--- src/rtl/log_add_sched.sv ---
// Shared log-domain adder scheduler: arbitrates NREQ operand pairs into one registered result.
// Optional LOG_SCHED_RR_EN selects round-robin arbitration; otherwise fixed priority (lowest index wins).
module log_add_sched #(
   parameter int DWIDTH  = 16,
   parameter int M_WIDTH = 6,
   parameter int NREQ    = 4,
   localparam int KW     = $clog2(DWIDTH),
   localparam int IDW    = $clog2(NREQ)
) (
   input  logic                    clk,
   input  logic                    rst_n,
   input  logic [NREQ-1:0]         req_valid,
   output logic [NREQ-1:0]         req_ready,
   input  logic [NREQ*KW-1:0]      req_k1,
   input  logic [NREQ*KW-1:0]      req_k2,
   input  logic [NREQ*M_WIDTH-1:0] req_x1,
   input  logic [NREQ*M_WIDTH-1:0] req_x2,
   output logic                    out_valid,
   input  logic                    out_ready,
   output logic [KW:0]             out_sum_k,
   output logic [M_WIDTH:0]        out_sum_x,
   output logic [IDW-1:0]          out_id
);

   // state   | meaning
   // EMPTY   | output register holds no result
   // FULL    | output register holds a result awaiting out_ready
   localparam logic [0:0] S_EMPTY = 1'b0;
   localparam logic [0:0] S_FULL  = 1'b1;

   localparam logic [IDW:0]   NREQ_W = (IDW+1)'(NREQ);
   localparam logic [IDW-1:0] LAST_ID = IDW'(NREQ - 1);

   logic [0:0]       state;
   logic [IDW-1:0]   ptr;
   logic             can_accept;
   logic             any_valid;
   logic [IDW-1:0]   grant_id;
   logic [IDW:0]     cand;
   logic [KW-1:0]    k1;
   logic [KW-1:0]    k2;
   logic [M_WIDTH-1:0] x1;
   logic [M_WIDTH-1:0] x2;
   logic [KW:0]      sum_k;
   logic [M_WIDTH:0] sum_x;

   assign can_accept = (state == S_EMPTY) || out_ready;

   // Search starts at ptr and wraps modulo NREQ; ptr is fixed at 0 for fixed priority.
   always_comb begin
      any_valid = 1'b0;
      grant_id  = '0;
      cand      = '0;
      for (int i = 0; i < NREQ; i++) begin
         cand = {1'b0, ptr} + (IDW+1)'(i);
         if (cand >= NREQ_W) cand = cand - NREQ_W;
         if (!any_valid && req_valid[cand[IDW-1:0]]) begin
            any_valid = 1'b1;
            grant_id  = cand[IDW-1:0];
         end
      end
   end

   // Gated by rst_n so no requester sees an accept while reset is held.
   always_comb begin
      req_ready = '0;
      if (rst_n && can_accept && any_valid) req_ready[grant_id] = 1'b1;
   end

   assign k1    = req_k1[grant_id*KW +: KW];
   assign k2    = req_k2[grant_id*KW +: KW];
   assign x1    = req_x1[grant_id*M_WIDTH +: M_WIDTH];
   assign x2    = req_x2[grant_id*M_WIDTH +: M_WIDTH];
   assign sum_k = {1'b0, k1} + {1'b0, k2};
   assign sum_x = {1'b0, x1} + {1'b0, x2} + (M_WIDTH+1)'(1);

   always_ff @(posedge clk or negedge rst_n) begin
      if (!rst_n) begin
         state     <= S_EMPTY;
         out_sum_k <= '0;
         out_sum_x <= '0;
         out_id    <= '0;
      end else if (can_accept) begin
         if (any_valid) begin
            state     <= S_FULL;
            out_sum_k <= sum_k;
            out_sum_x <= sum_x;
            out_id    <= grant_id;
         end else begin
            state <= S_EMPTY;
         end
      end
   end

   assign out_valid = (state == S_FULL);

`ifdef LOG_SCHED_RR_EN
   always_ff @(posedge clk or negedge rst_n) begin
      if (!rst_n) begin
         ptr <= '0;
      end else if (can_accept && any_valid) begin
         ptr <= (grant_id == LAST_ID) ? '0 : grant_id + IDW'(1);
      end
   end
`else
   assign ptr = '0;
`endif

endmodule

--- config.mk ---
export PLATFORM = sky130hd
export DESIGN_NAME = log_add_sched
export DESIGN_NICKNAME = d
export VERILOG_FILES = /design/src/rtl/log_add_sched.sv
export SDC_FILE = /design/constraint.sdc
export NUM_CORES = 1
export LEC_CHECK = 0
export CORE_MARGIN = 2
export CORE_UTILIZATION = 35
export DETAILED_ROUTE_END_ITERATION = 7
export PLACE_DENSITY = 0.82
export SYNTH_ARGS = -nofsm -noshare
export SYNTH_HDL_FRONTEND = slang
export SYNTH_SLANG_ARGS = --single-unit
--- constraint.sdc ---
create_clock -name clk -period 2 [get_ports clk]
set_clock_uncertainty 0.1 [all_clocks]
set_input_delay 0.5 -clock clk [delete_from_list [all_inputs] [get_ports clk]]
set_output_delay 0.5 -clock clk [all_outputs]
set_load 0.01 [all_outputs]
==> results_dict.tcl <==
set metrics [dict create \
    cp.arrival_ns 2.50 \
    core_um2 4000 \
    fp.dieW_um 68.4 \
    finalWorstSetupSlack_ns -0.469 \
    clk_pin_slew_ns 0.06 \
    syn_avg_cell_area_um2 7.88 \
    yosysWarnings 0 \
    worstPathMaxFanout 3 \
    drive_gt1_frac 0.371 \
    fin_area_um2 3390 \
    clock_sinks 15 \
    drt_iter0_markers 129 \
    synth_edf_count 0 \
    cts_max_level 1 \
    cts_buffers 3 \
    drt-wirelength-per-cell_um 18.8 \
    layout_min_cycle_time_ns 2.47 \
    n_fill_cell 226 \
    ir_drop_uv 390 \
    drv_cap 0 \
    drtPass1Iterations 4 \
    cts_buffer_depth 2 \
    io_buffers 105 \
    grt_pass1_vias 2245 \
    min_path_type "in2async" \
    syn-num-nets 283 \
    antenna_cells 0 \
    slew_viol_final 0 \
    rows 23 \
    hold_viol 0 \
    dp_hpwl_um 4840 \
    antenna_left 0 \
    wl_um 7330 \
    start_util 0.363 \
    die_area_um2 4670 \
    fin_nets 440 \
    tightest_slew_ns 0.382 \
    syn_area_um2 1450 \
    drc 0 \
    die_height_um 68.4 \
    ioPinCount 106 \
    cp-end-kind "flop" \
    power_density_nw_per_um2 511 \
    finalSetupViolations 12 \
    overflow 0 \
    cts_tree "done" \
    syn-instance-count 184 \
    path_cells "buf_6, buf_4, nor2b_2, a22oi_2, nor2_2, a221oi_2, ha_4, inv_2, fa_2, nand2_2, nand2_1, a211oi_2, o31ai_1" \
    slew_headroom 0.743 \
    root_buffer "clkbuf_8" \
    status "finished with violations" \
    antenna_found_initial 0 \
    required_ns 2.03 \
    final_common_cell "clkdlybuf4s50_1" \
    ys_seq_elements 15 \
    rsz0062_at_grt "yes" \
    areaGrowthSynthToFinish_pct 133 \
    post-route-period-util 1.23 \
    synth_seq_area_share 0.259 \
    cpMaxStageDelayCell "fa_2" \
    whs_ns 0.354 \
    start_kind "primary input" \
    grtUsageTotal 0.290 \
    async_reset_ff_frac 1.00 \
    worst-setup-path-type "in2reg" \
    critPathMaxStageDelay_ns 0.35 \
    synthFlopType "dfrtp_1" \
    grt_max_degree 18 \
    tns_ns -3.37 \
    grt_pass1_wl_um 10000 \
    via_count 2224 \
    regArea_um2 375 \
    final_cell_mix "93 x clkdlybuf4s50_1, 41 x buf_4, 22 x nand2_1" \
    vias_per_cell 5.70 \
    stdcell_count 390 \
    p_leak_nw 1.40 \
    ctsHoldBuffers 0 \
    dpl_cell_area_um2 2960 \
    violations "setup timing" \
    routabilityCongestion 0.875 \
    synth_cell_types 40 \
    multi_input_area_um2 1270 \
    dp_cells 369 \
    max_freq_mhz 405 \
    insertion_delay_ns 0.24 \
]
==> layout make-up <==
class	count	share of cell area
repair buffers	164	0.471
multi-input cells	152	0.375
flip-flops and latches	15	0.111
well taps	50	0.0185
clock buffers	3	0.0122
inverters	5	0.0107
clock inverters	1	0.00148
==> per-layer routing <==
layer / global-route usage / part of all wire / up-vias
li1: - / - / 1019
met1: 0.302 / 0.35 / 1058
met2: 0.570 / 0.54 / 118
met3: 0.0526 / 0.067 / 29
met4: 0.105 / 0.041 / 0
met5: 0 / 0 / -
==> per-stage QoR <==
step / setup WS, ns / total power, W / util
global placement: -1.03 / 0.00127 / 0.740
finish: -0.469 / 0.00173 / 0.846
global route: -0.538 / 0.00183 / 0.846
floorplan: -0.466 / 0.000796 / -
detailed placement: -1.08 / 0.00129 / 0.740
CTS: -0.414 / 0.00161 / 0.806
==> state kept, by name, indices dropped and copies added (netlist names) <==
| signal | flops |
|---|---|
| out_id | 2 |
| out_sum_k | 5 |
| out_valid | 1 |
| out_sum_x | 7 |
==> final timing paths <==
kind	from	end	slack, ns	cells past startpoint
max	req_valid[2]	out_sum_x[4]	-0.47	13
min	rst_n	out_sum_x[2]	0.35	2
max reg2reg	out_valid	out_sum_x[5]	0.04	7
min reg2reg	out_sum_k[3]	out_sum_k[3]	0.39	2
max in group asynchronous	rst_n	out_sum_x[0]	1.27	2
min in group clk	out_sum_k[3]	out_sum_k[3]	0.39	2
==> Yosys cell counts (all sizes together) (2+ instances only) <==
master / count / area, um^2
o22ai: 31 / 194
nand2: 25 / 93.8
a21oi: 20 / 100
dfrtp: 15 / 375
nor2: 13 / 51.3
o21ai: 12 / 60.1
buf: 10 / 65.1
ha: 10 / 125
a22oi: 5 / 37.5
nor2b: 4 / 25.0
inv: 3 / 11.3
o221a: 3 / 33.8
o221ai: 3 / 26.3
a21o: 2 / 15.0
clkbuf: 2 / 7.51
clkinv: 2 / 7.51
fa: 2 / 40.0
nand2b: 2 / 12.5
or2: 2 / 12.5
xor2: 2 / 17.5
==> worst max-delay path, delay by kind of cell <==
kind	cells	cell delay, ns
compound gates	4	0.77
fa+ha+maj	2	0.55
simple gates	4	0.42
buf+inv	3	0.28
==> where the power goes <==
part | internal (W) | switching, W
Combinational | 0.000620 | 0.000447
Sequential | 0.000373 | 0.0000431
Clock | 0.000138 | 0.000110
Total | 0.00113 | 0.000600
==> cell families after synthesis <==
| family | share of synthesized area |
|---|---|
| compound gates | 0.368 |
| simple gates | 0.178 |
| buf+inv | 0.0630 |
| flops | 0.259 |
| fa+ha+maj | 0.114 |
| xor+xnor | 0.0181 |
==> repair_timing <==
item | in CTS | in global routing
gates resized for setup | 64 | 31
hold endpoints to repair | 0 | 0
gates cloned | 1 | 0
pin swaps | 30 | 32
buffers inserted | 10 | 8
endpoints found under the setup margin | 16 | 12
Note: power is estimated with default switching activity, not from simulation.
